**config.mk**
```make
export PLATFORM = sky130hd
export DESIGN_NAME = dm_access_ctrl
export DESIGN_NICKNAME = d
export VERILOG_FILES = /design/src/rtl/dm_access_ctrl.sv
export SDC_FILE = /design/constraint.sdc
export NUM_CORES = 1
export LEC_CHECK = 0
export BUFFER_PORTS_ARGS = -buffer_cell sky130_fd_sc_hd__buf_2
export CAP_MARGIN = 20
export CORE_MARGIN = 4
export CORE_UTILIZATION = 25
export DETAILED_ROUTE_END_ITERATION = 8
export PLACE_DENSITY_LB_ADDON = 0.08
export SYNTH_ARGS = -nofsm -noshare
export SYNTH_HDL_FRONTEND = slang
export SYNTH_SLANG_ARGS = --single-unit
```
**constraint.sdc**
```tcl
create_clock -name clk -period 2.8 [get_ports clk]
set_input_delay 0.28 -clock clk [delete_from_list [all_inputs] [get_ports clk]]
set_output_delay 0.28 -clock clk [all_outputs]
set_load 0.1 [all_outputs]
```
**src/rtl/dm_access_ctrl.sv**
```systemverilog
// Sub-word load/store sequencer in front of a word-wide data memory.
// Turns byte/half/word loads and stores into whole-word dm accesses, extends
// load data, and performs a two-cycle read-modify-write for SB/SH because dm
// can only write full words. Misaligned and out-of-range accesses complete
// with an error response and leave dm untouched.
module dm_access_ctrl #(
  parameter int unsigned DM_ADDR_WIDTH = 12
) (
  input  logic        clk,
  input  logic        rst,
  input  logic        req_valid,
  output logic        req_ready,
  input  logic [2:0]  req_op,
  input  logic [31:0] req_addr,
  input  logic [31:0] req_wdata,
  input  logic [31:0] req_pc,
  output logic [31:0] dm_read_addr,
  input  logic [31:0] dm_read_result,
  output logic [31:0] dm_write_addr,
  output logic [31:0] dm_write_data,
  output logic        dm_write_enable,
  output logic [31:0] dm_curr_pc,
  output logic        resp_valid,
  output logic [31:0] resp_rdata,
  output logic        resp_err
);

  localparam logic [2:0] OpLw  = 3'b000;
  localparam logic [2:0] OpLh  = 3'b001;
  localparam logic [2:0] OpLhu = 3'b010;
  localparam logic [2:0] OpLb  = 3'b011;
  localparam logic [2:0] OpLbu = 3'b100;
  localparam logic [2:0] OpSw  = 3'b101;
  localparam logic [2:0] OpSh  = 3'b110;
  localparam logic [2:0] OpSb  = 3'b111;

  // Address bits dm does not decode; any of them set means out of range.
  localparam logic [31:0] OorMask = (DM_ADDR_WIDTH >= 32) ? 32'd0 :
                                    ~((32'd1 << DM_ADDR_WIDTH) - 32'd1);

  typedef enum logic [0:0] {StIdle, StRmwWr} state_e;

  state_e      state_q;
  logic [31:0] merge_q;
  logic [31:0] addr_q;
  logic [31:0] pc_q;
  logic        resp_valid_q;
  logic [31:0] resp_rdata_q;
  logic        resp_err_q;

  logic        accept;
  logic        is_load;
  logic        is_sub_store;
  logic        misaligned;
  logic        out_of_range;
  logic        acc_err;
  logic [31:0] word_addr;
  logic [7:0]  sel_byte;
  logic [15:0] sel_half;
  logic [31:0] load_data;
  logic [31:0] merged;

  assign req_ready = (state_q == StIdle);
  // Requests are ignored while reset is asserted.
  assign accept    = req_valid & req_ready & rst;
  assign word_addr = {req_addr[31:2], 2'b00};

  assign is_load      = (req_op == OpLw) | (req_op == OpLh) | (req_op == OpLhu) |
                        (req_op == OpLb) | (req_op == OpLbu);
  assign is_sub_store = (req_op == OpSh) | (req_op == OpSb);

  // Alignment and range classification of the incoming request.
  always_comb begin
    misaligned = 1'b0;
    unique case (req_op)
      OpLw, OpSw:        misaligned = (req_addr[1:0] != 2'b00);
      OpLh, OpLhu, OpSh: misaligned = req_addr[0];
      default:           misaligned = 1'b0;
    endcase
  end

  assign out_of_range = |(req_addr & OorMask);
  assign acc_err      = misaligned | out_of_range;

  // Little-endian lane selection and sign/zero extension of load data.
  always_comb begin
    sel_byte = 8'h00;
    unique case (req_addr[1:0])
      2'd0: sel_byte = dm_read_result[7:0];
      2'd1: sel_byte = dm_read_result[15:8];
      2'd2: sel_byte = dm_read_result[23:16];
      2'd3: sel_byte = dm_read_result[31:24];
      default: sel_byte = 8'h00;
    endcase
    sel_half = req_addr[1] ? dm_read_result[31:16] : dm_read_result[15:0];

    load_data = 32'd0;
    unique case (req_op)
      OpLw:    load_data = dm_read_result;
      OpLh:    load_data = {{16{sel_half[15]}}, sel_half};
      OpLhu:   load_data = {16'd0, sel_half};
      OpLb:    load_data = {{24{sel_byte[7]}}, sel_byte};
      OpLbu:   load_data = {24'd0, sel_byte};
      default: load_data = 32'd0;
    endcase
  end

  // Current dm word with the target byte/half lane replaced by store data.
  always_comb begin
    merged = dm_read_result;
    if (req_op == OpSb) begin
      unique case (req_addr[1:0])
        2'd0: merged[7:0]   = req_wdata[7:0];
        2'd1: merged[15:8]  = req_wdata[7:0];
        2'd2: merged[23:16] = req_wdata[7:0];
        2'd3: merged[31:24] = req_wdata[7:0];
        default: merged = dm_read_result;
      endcase
    end else if (req_op == OpSh) begin
      if (req_addr[1]) begin
        merged[31:16] = req_wdata[15:0];
      end else begin
        merged[15:0] = req_wdata[15:0];
      end
    end
  end

  // SB/SH read the containing word; everything else presents the raw address.
  assign dm_read_addr = is_sub_store ? word_addr : req_addr;

  // dm write port: RMW commit in StRmwWr, direct SW write on accept.
  always_comb begin
    dm_write_enable = 1'b0;
    dm_write_addr   = word_addr;
    dm_write_data   = req_wdata;
    dm_curr_pc      = req_pc;
    if (state_q == StRmwWr) begin
      // Reset during the commit cycle aborts the write.
      dm_write_enable = rst;
      dm_write_addr   = addr_q;
      dm_write_data   = merge_q;
      dm_curr_pc      = pc_q;
    end else if (accept && (req_op == OpSw) && !acc_err) begin
      dm_write_enable = 1'b1;
    end
  end

  // Sequencer state, RMW holding registers and registered response.
  always_ff @(posedge clk) begin
    if (!rst) begin
      state_q      <= StIdle;
      merge_q      <= 32'd0;
      addr_q       <= 32'd0;
      pc_q         <= 32'd0;
      resp_valid_q <= 1'b0;
      resp_rdata_q <= 32'd0;
      resp_err_q   <= 1'b0;
    end else begin
      resp_valid_q <= 1'b0;
      unique case (state_q)
        StIdle: begin
          if (accept) begin
            if (acc_err) begin
              resp_valid_q <= 1'b1;
              resp_err_q   <= 1'b1;
              resp_rdata_q <= 32'd0;
            end else if (is_sub_store) begin
              merge_q <= merged;
              addr_q  <= word_addr;
              pc_q    <= req_pc;
              state_q <= StRmwWr;
            end else begin
              resp_valid_q <= 1'b1;
              resp_err_q   <= 1'b0;
              resp_rdata_q <= is_load ? load_data : 32'd0;
            end
          end
        end
        StRmwWr: begin
          state_q      <= StIdle;
          resp_valid_q <= 1'b1;
          resp_err_q   <= 1'b0;
          resp_rdata_q <= 32'd0;
        end
        default: state_q <= StIdle;
      endcase
    end
  end

  assign resp_valid = resp_valid_q;
  assign resp_rdata = resp_rdata_q;
  assign resp_err   = resp_err_q;

endmodule

```
# After elaboration in Yosys (flattened, before gate mapping)
# Cells that the tools add are included.
word_totals:
  register_bits: 129
  input_bits: 134
  out_inout_bits: 164
  wordCells: 75
classes:
  eq_ne: 12
  mux: 35
  bitwise: 10
  reduce_logical: 11
op_table:
  columns: ["op", "n"]
  rows:
  - ["$mux W32", 9]
  - ["$pmux W32 S5", 1]
  - ["$pmux W32 S2", 1]
  - ["$mux W16", 3]
  - ["$mux W8", 4]
  - ["$pmux W8 S4", 1]
  - ["$reduce_or A20 Y1", 1]
  - ["$eq A3 B3 Y1 const B", 4]
  - ["$mux W1", 11]
  - ["$pmux W1 S2", 4]
  - ["$eq A3 B2 Y1 const B", 2]
  - ["$or A1 B1 Y1", 6]
  - ["$eq A2 B2 Y1 const B", 2]
  - ["$reduce_and A4 Y1", 1]
  - ["$eq A3 B1 Y1 const B", 1]
  - ["$logic_not A3 Y1", 1]
  - ["$ne A3 B2 Y1 const B", 1]
  - ["$reduce_or A3 Y1", 1]
  - ["$and A1 B1 Y1", 2]
  - ["$eq A2 B1 Y1 const B", 1]
  - ["$logic_and A1 B1 Y1", 2]
  - ["$logic_not A2 Y1", 1]
  - ["$mux W2", 1]
  - ["$ne A2 B1 Y1 const B", 1]
  - ["other kinds (5)", 6]

# Depth between registers and ports, before layout
# Gate-level depths: netlist of run 1.
logic_depth:
  depth_word: 10
  mapped_depth: 9
  depth_no_buf: 5

# Worst setup path after synthesis of run 1
# Ideal clock, no wire load.
synth_path:
  path_kind: "in2out"
  start: "in req_op[0]"
  end: "out dm_write_enable"
  t_arrival_ps: 2128
  required_ps: 2520
  setup_slack_ps: 392
  path_stages: 6
  path_buffers: 1
  path_cell_list: "buf_2 -> nor3b_1 -> a21oi_1 -> a211oi_1 -> and3_1 -> o21a_1"
synth_via:
  elab_chain_len: 8
  elab_cells_between_ends: 14
synth_rtl:
  columns: ["element", "line_no", "source"]
  rows:
  - ["start: declaration", "13", "input logic [2:0] req_op,"]
  - ["$eq A3 B1 Y1, or another cell as far along", "75", "unique case (req_op)"]
  - ["$reduce_or A3 Y1 / $reduce_or A2 Y1 (equally long branches)", "75", null]
  - ["$pmux W1 S2", "75", null]
  - ["$or A1 B1 Y1", "83", "assign acc_err = misaligned | out_of_range;"]
  - ["$logic_not A1 Y1", "143", "end else if (accept && (req_op == OpSw) && !acc_err) begin"]
  - ["$logic_and A1 B1 Y1 (*)", "143", null]
  - ["$mux W1 (*)", "143", null]
  - ["$mux W1 (*)", "137", "if (state_q == StRmwWr) begin"]
  - ["end: declaration", "21", "output logic dm_write_enable,"]
# Mark *: on every way between the ends. The rest lies on a longest branch, timed or not.

# Worst setup path after layout of run 1
layout_path:
  start: "in req_addr[27]"
  end: "out dm_write_enable"
layout_via:
  elab_chain_len: 6
layout_rtl:
  columns: ["element", "line_no", "source"]
  rows:
  - ["start: declaration", "14", "input logic [31:0] req_addr,"]
  - ["$reduce_or A20 Y1", "82", "assign out_of_range = |(req_addr & OorMask);"]
  - ["$or A1 B1 Y1", "83", null]
  - ["$logic_not A1 Y1", "143", null]
  - ["$logic_and A1 B1 Y1", "143", null]
  - ["$mux W1", "143", null]
  - ["$mux W1", "137", null]
# Every way passes these cells.

==> results of run 1 <==
[layout make-up]
class | count | area share
clock buffers | 18 | 0.0458
clock inverters | 14 | 0.0167
inverters | 7 | 0.00280
multi-input cells | 574 | 0.432
flip-flops and latches | 129 | 0.276
well taps | 378 | 0.0505
repair buffers | 311 | 0.176
[sequential cells by signal, indices dropped and copies added (netlist names)]
register / flops
resp_rdata: 32
pc_q: 32
addr_q: 30
resp_valid: 1
resp_err: 1
state_q: 1
merge_q: 32
[cells in the mapped netlist, drive strengths merged, types with 3 or more instances]
library cell	instances	share of area
mux2i	4	0.0056
nand2	146	0.076
or3	3	0.0026
nor2	7	0.0047
buf	64	0.057
mux2	118	0.19
o2bb2ai	12	0.015
nor3	6	0.0042
inv	7	0.0037
nand2b	4	0.0035
a21boi	57	0.060
nor4	5	0.0044
o21ai	41	0.029
clkbuf	29	0.015
o22a	7	0.0086
nor2b	4	0.0035
a21oi	38	0.027
a221oi	8	0.0098
dfxtp	129	0.36
o22ai	3	0.0026
a21o	3	0.0031
nand3	22	0.015
o221a	25	0.039
a22o	14	0.017
and2	23	0.020
[layer usage]
metal  global-route usage  part of all wire
met4               0.0348             0.010
met3               0.0432             0.066
met1                0.220              0.46
met5                    0           0.00086
met2                0.261              0.47
[worst paths after layout]
kind | startpoint | to | slack (ns) | cells after the start
setup / recovery | req_addr[27] | dm_write_enable | 0.40 | 8
hold / removal | req_pc[19] | pc_q[19] | 0.12 | 3
setup reg to reg | state_q | merge_q[31] | 0.80 | 6
hold reg to reg | merge_q[0] | merge_q[0] | 0.45 | 2
[cells in the final DEF, fill, tap and decap left out, types with 4 or more instances in the layout]
master                      Yosys  layout
sky130_fd_sc_hd__and2_1        23      23
sky130_fd_sc_hd__o221a_2       25      25
sky130_fd_sc_hd__mux2_2       118     118
sky130_fd_sc_hd__nand2b_1       4       4
sky130_fd_sc_hd__a21boi_1      19      19
sky130_fd_sc_hd__o21ai_0       41      41
sky130_fd_sc_hd__buf_2         19     293
sky130_fd_sc_hd__a21oi_1       37      37
sky130_fd_sc_hd__buf_12         0       4
sky130_fd_sc_hd__nor3_1         6       6
sky130_fd_sc_hd__clkbuf_16      0      17
sky130_fd_sc_hd__o22a_1         7       7
sky130_fd_sc_hd__nor4_1         5       5
sky130_fd_sc_hd__mux2i_1        4       4
sky130_fd_sc_hd__inv_1          6       6
sky130_fd_sc_hd__nor2_1         6       6
sky130_fd_sc_hd__a22o_1        14      14
sky130_fd_sc_hd__nor2b_1        4       4
sky130_fd_sc_hd__a221oi_1       8       8
sky130_fd_sc_hd__dfxtp_1      129     128
sky130_fd_sc_hd__nand2_1      146     146
sky130_fd_sc_hd__a21boi_0      38      38
sky130_fd_sc_hd__o2bb2ai_1     12      12
sky130_fd_sc_hd__buf_4         34      14
sky130_fd_sc_hd__nand3_1       22      22
[worst max-delay path, stage by stage]
cell and delay, ns:
sky130_fd_sc_hd__buf_2 0.11, sky130_fd_sc_hd__nor4_1 0.46, sky130_fd_sc_hd__nand3_1 0.32, sky130_fd_sc_hd__a211oi_1 0.29
sky130_fd_sc_hd__buf_4 0.16, sky130_fd_sc_hd__and3_1 0.16, sky130_fd_sc_hd__o21a_1 0.15, sky130_fd_sc_hd__buf_12 0.18
[power by group]
part	internal (mW)	switching, mW
Sequential	1.84	0.00612
Clock	1.33	0.943
Combinational	0.303	1.12
Total	3.47	2.07
[cell families (layout without fill, tap and decap cells)]
kind of cell    after synthesis  in the layout
simple gates                225            225
compound gates              224            224
flops                       129            129
mux                         122            122
buf+inv                     100            350
other cells                   1              2
xor+xnor                      1              1
==> metrics list, run 1 <==
* EDFF count, synth: 0
* Global-route wire length before repair: 39800 um
* Leakage component of the power: 3.79 nW
* Antenna violation net count after detailed routing: 0
* Normalized max-slew margin: 0.568
- At the pin with the least slew margin, the transition time is 0.648 ns.
- Dividing the detail-routed wire length by the instance count gives 18.6 um.
- Storage element area: 2590 um^2
- Worst clock skew on the final layout: 0.0154 ns
* Width of the die: 177 um
- After clock tree synthesis, the flow added hold-fix buffers numbering 0.
- Max-cap viol count: 0
* Setup TNS: 0 ns
* Average via count per standard cell: 4.71
* Area of all placed cells without fillers: 9370 um^2
- The detailed router finished its first iteration with 412 violations.
- For this run the aggregate overflow at the end of global routing stands at 0.
- Across all hold checks on the routed design, the worst slack comes to 0.117 ns.
* Starting utilization of the core area: 0.256
- Via Count: 6734
- Of the total synthesized cell area, the portion taken by full adders, half adders and majority gates is 0.
- Post-synthesis sequential area ratio: 0.360
- Entering global routing, the biggest net connects 91 pins.
- Post-Route WL: 26700 um
- Synth unique cells: 50
- Routability-driven placement finished with a final weighted congestion of 0.758.
- In the final layout, the multi-input gates occupy 4050 um^2.
- CTS H-tree depth: 4
- Buffer levels on the longest clock path: 2
- Xor and xnor area share after synthesis: 0.00122
* Buffer cell driving the clock tree root: sky130_fd_sc_hd__clkbuf_16
- Hold Violations, Final: 0
- Hold/Removal Path Class: primary input to flop
- Area growth syn-to-layout: 30.7%
- Max Transition Viols Final: 0
* Fill cell count: 3004
- The core region is 28000 um^2.
- Result of the run: completed
- STA classifies the critical path startpoint as a primary input.
* Proportion of synthesized flip-flops having asynchronous set or reset: 0
* Count of buffers added by post-CTS timing repair for setup: 0
- Input and output buffers added on the ports amount to 295.
- Final Total Pwr: 5.54 mW
* Number of instances in the synthesized netlist: 802
* Post-route worst setup slack: 0.397 ns
- Multiplexer share of the synthesized area: 0.191
- Across every metal layer, demand over resource in global routing totals 0.163.
- Worst Path Max Fanout: 4
- Total number of placement rows: 61
* Die Height: 177 um
* Die area: 31500 um^2
- TritonRoute pass-1 iters: 5
- Clock period minus final worst setup slack: 2.40 ns
- Boundary Pins: 298
- Setup violations remaining at the end of the flow were counted as 0.
- Number of global-route vias before repair: 6659
- Clock transition at the registers of the reported paths: 0.07 ns
- Of the total synthesized cell area, the portion taken by AND, OR, NAND and NOR gates is 0.139.
- Synth Flop Type: sky130_fd_sc_hd__dfxtp_1
* Cell area reported after detailed placement: 8790 um^2
* TritonCTS clock tree: built
- Once the clock tree was built, the resizer swapped 0 gates to a different size.
- The share of the synthesized area in compound gates (AO/OA/AOI/OAI) was 0.232.
- STA puts the critical path data required time at 2.52 ns.
* HPWL reported at the end of detailed placement: 19600 um
- Final Net Count: 1174
* Setup repair after global routing missed its margin: false
- The number of placed instances, taps included, is 1399.
- The critical path is of the primary input to output pin type.
- Of the cells placed in the final design, the portion with a size suffix greater than 1 is 0.467.
* Placement-stage worst setup slack: 0.375 ns
- Highest achievable clock rate: 0.416 GHz
- Number of non-filler instances in the completed layout: 1431
- IR drop worst, VDD: 0.364 mV
- In this run the cell area of the synthesized design comes to 7170 um^2.
* Yosys warning count: 0
* Clock net sink count: 129
- At the later pin of the worst-skew pair, clock insertion delay measures 0.42 ns.
- Drc violations: 0
- Diodes inserted: 0
- Antenna violations before repair: 3
- Post-Route Utilization: 0.335
* Main combinational cell family by area after synthesis: compound AO/OA/AOI/OAI gates
- Final critical-path share of the clock period: 0.858
* Endpoint type of the worst setup path: output pin
- At the worst endpoint, the arrival time is 2.12 ns.
- TritonCTS Buffers: 17
- After synthesis the netlist holds a flip-flop and latch count of 129.
- Synthesized area per cell: 8.94 um^2
- For this design the ratio of total power to cell area is 591 nW/um^2.
No activity file was read; power rests on OpenSTA's default activity.
==> run 2, diff against run 1 <==
--- a/config.mk
+++ b/config.mk
@@ -7,2 +7,3 @@
 export LEC_CHECK = 0
+export ABC_AREA = 1
 export BUFFER_PORTS_ARGS = -buffer_cell sky130_fd_sc_hd__buf_2
@@ -12,2 +13,3 @@
 export DETAILED_ROUTE_END_ITERATION = 8
+export GPL_TIMING_DRIVEN = 0
 export PLACE_DENSITY_LB_ADDON = 0.08
==> constraint.sdc (replaced) <==
create_clock -name clk -period 2.8 [get_ports clk]
set_input_delay 0.14 -clock clk [delete_from_list [all_inputs] [get_ports clk]]
set_output_delay 0.14 -clock clk [all_outputs]
set_load 0.1 [all_outputs]
==> run 2 against run 1 <==
Net effect: sequential share of layout area fell by 4.6 points; register-to-register slack lost 0.17 ns; clock skew shrank 0.0062 ns; die area up 13%; critical endpoint is now dm_write_data[16]; clock-buffer cell count shrank 1; setup slack worse by 0.27 ns.
==> metrics list, run 2 <==
* Power per cell area: 519 nW/um^2
- The clock tree synthesis step divided the H-tree into 4 levels.
* Wirelength per Cell: 16.4 um
* Placed instance count: 2124
* EDFF count, synth: 0
- Setup violations remaining at the end of the flow were counted as 0.
- The flow ran to the end, and the final reports show no timing, DRC or antenna violations.
* Largest net degree at the start of global routing: 17
- For this design the top-level I/O count stands at 298.
- Final Total Pwr: 5.82 mW
- The number of global-route vias before repair was 9528.
- The analysis attributes to cell leakage a power of 5.74 nW.
- Setup repair after global routing missed its margin: false
* Total number of placement rows: 65
- For this run, the number of standard cells in the final layout without fillers is 2200.
* Most common library cells after synthesis: sky130_fd_sc_hd__nand2_1, sky130_fd_sc_hd__o21ai_0, sky130_fd_sc_hd__nor2_1
- Synthesized area per cell: 5.83 um^2
- Worst Path Max Fanout: 10
- At the later pin of the worst-skew pair, clock insertion delay measures 0.41 ns.
- Critical Path AT: 2.54 ns
* Width of the die: 188 um
* Yosys warning count: 0
- Synthesis produced a netlist whose cell count is 1395.
- Clock-pin slew was measured on the worst setup and hold paths at 0.06 ns.
- R2R setup slack: 0.63 ns
- The final layout contains routed wiring with a total length of 36200 um.
* Max-cap viol count: 0
- Antenna violations before repair: 6
- R2R cell count: 11
* Yosys reg bits: 129
* Switching share of power: 0.393
* Pin slew with the least headroom to its limit: 0.850 ns
- The total count of max-transition violations in the final report was 0.
- In this run the remaining antenna-violating nets after routing total 0.
* Worst setup path category: flop to output pin
* TritonCTS clock tree: built
* Buffer cell driving the clock tree root: sky130_fd_sc_hd__clkbuf_16
- Normalized max-slew margin: 0.433
- The most common cell in the synthesized netlist is sky130_fd_sc_hd__nand2_1.
- The initial utilization of the core area, before any placement, comes to 0.256.
- The worst hold path belongs to the class primary input to flop.
- Of the total power, combinational logic draws 0.285.
* Final critical-path share of the clock period: 0.956
- The pre-antenna-repair detailed-routing pass consisted of 5 iterations.
* Global-route wire length before repair: 54900 um
- Clock net sink count: 129
* Drc violations: 0
- The share of synthesized area in the top cell type comes to 0.318.
- Cell taking the most area after synthesis: sky130_fd_sc_hd__dfxtp_1
- Initial DRC Count: 596
- The die covers 35500 um^2.
- The path with the worst hold slack has its endpoint at resp_err.
- STA classifies the critical path startpoint as a flop.
- Of the total power, registers draw 0.319.
* FF-to-FF Start: state_q
- Of the total power, the clock network draws 0.395.
- Synthesized cell area: 8130 um^2
- Total GRT Usage: 0.198
- Most frequent standard cell in the layout excluding fill and tap cells: sky130_fd_sc_hd__nand2_1
- Hold Path Depth: 5
* Synth Flop Type: sky130_fd_sc_hd__dfxtp_1
- IR drop worst, VDD: 0.393 mV
- Number of buffers inserted by port buffering: 293
* HPWL reported at the end of detailed placement: 29000 um
- Reg2reg end: resp_rdata[15]
- Synth unique cells: 28
- The region available for standard cell placement spans 31800 um^2.
- Via Count: 9804
* Endpoint type of the worst setup path: output pin
- Hold Violations, Final: 0
- After routing, the total negative slack on setup checks comes to 0 ns.
* Die Height: 188 um
- Between clock sinks in the finished design, the worst skew comes to 0.00928 ns.
- For this run, asynchronously set or reset flops after synthesis account for 0.
* Hold path start: req_valid
- Tracing the worst setup path back leads to its startpoint at state_q.
- Weighted congestion reported at the end of routability-driven placement: 0.875
- Average via count per standard cell: 4.46
- Subtracting the final worst setup slack from the clock period gives 2.68 ns.
- Post-Route Utilization: 0.353
- Buffer levels on the longest clock path: 2
* Layout cells sized above 1: 0.229
- GRT Residual Overflow: 0
- Net Switching: 2.29 mW
- Ranked by total cell area, the synthesized netlist is headed by sky130_fd_sc_hd__dfxtp_1, sky130_fd_sc_hd__nand2_1, sky130_fd_sc_hd__o21ai_0.
- Highest achievable clock rate: 0.374 GHz
- Relative to the synthesized area, the layout overhead comes to 38.1%.
* TritonCTS Buffers: 17
- In the layout the commonest cells are sky130_fd_sc_hd__nand2_1, sky130_fd_sc_hd__buf_2, sky130_fd_sc_hd__nor2_1.
* Internal power: 3.53 mW
- Post-synthesis sequential area ratio: 0.318
- STA puts the critical path data required time at 2.66 ns.
- Final Net Count: 1884
-- run 2: layout make-up --
type                    instances  area (um^2)
multi-input cells             965         4230
inverters                     183          687
repair buffers                335         1940
diodes                          2         5.00
well taps                     435          544
clock buffers                  17          425
flip-flops and latches        129         2580
clock inverters                15          169
plain buffers                 119          643
fillers                      3650        20600
-- run 2: per-stage QoR --
stage	hold WS (ns)	setup slack [ns]	instance area [um^2]
4_1_cts	0.173	0.00456	11200
3_3_place_gp	0.388	-0.0734	10100
6_report	0.196	0.124	11200
3_5_place_dp	0.396	-0.134	10100
2_1_floorplan	0.280	-0.269	8140
5_1_grt	0.221	0.0157	11200
-- run 2: cell families (layout without fill, tap and decap cells) --
kind of cell           after synthesis  count (layout)  share of synthesized area
and+or+nand+nor                    627             627                      0.305
AOI/OAI and AO/OA                  336             336                      0.214
other                                1               4                   0.000461
DFF                                129             129                      0.318
buffers and inverters              302             669                      0.163
-- run 2: worst max-delay path by stage --
stage	endpoint	cells past startpoint
5_1_grt	dm_write_data[28]	7
2_1_floorplan	dm_write_addr[13]	4
3_3_place_gp	dm_write_data[21]	7
4_1_cts	dm_write_data[20]	7
3_5_place_dp	dm_write_data[21]	7
6_report	dm_write_data[16]	7
-- run 2: worst max-delay path, stage by stage (launching register included) --
cell and delay, ns:
sky130_fd_sc_hd__dfxtp_1 0.30, sky130_fd_sc_hd__buf_2 0.27, sky130_fd_sc_hd__buf_2 0.32, sky130_fd_sc_hd__clkbuf_2 0.32, sky130_fd_sc_hd__clkbuf_2 0.31, sky130_fd_sc_hd__nand2_1 0.17
sky130_fd_sc_hd__nand2_1 0.10, sky130_fd_sc_hd__clkbuf_4 0.32
-- run 2: what timing repair did --
action	in CTS	in global routing
setup buffers	0	0
endpoints found under the hold margin	42	0
setup endpoints to repair	47	19
resized for setup	5	20
hold buffers	42	0
-- run 2: power groups by stage --
stage,registers (mW),logic (mW),clock network (mW)
global placement,1.90,1.61,0
global route,1.86,1.75,2.45
detailed placement,1.90,1.61,0
CTS,1.86,1.66,2.38
finish,1.86,1.66,2.30
floorplan,2.02,1.09,0
-- run 2: per-layer routing --
layer  vias to the layer above  track usage  part of all wire
met3                        50       0.0409             0.057
met1                      4402        0.270              0.48
li1                       5072            -                 -
met2                       272        0.317              0.44
met5                         -            0            0.0018
met4                         8       0.0538             0.022
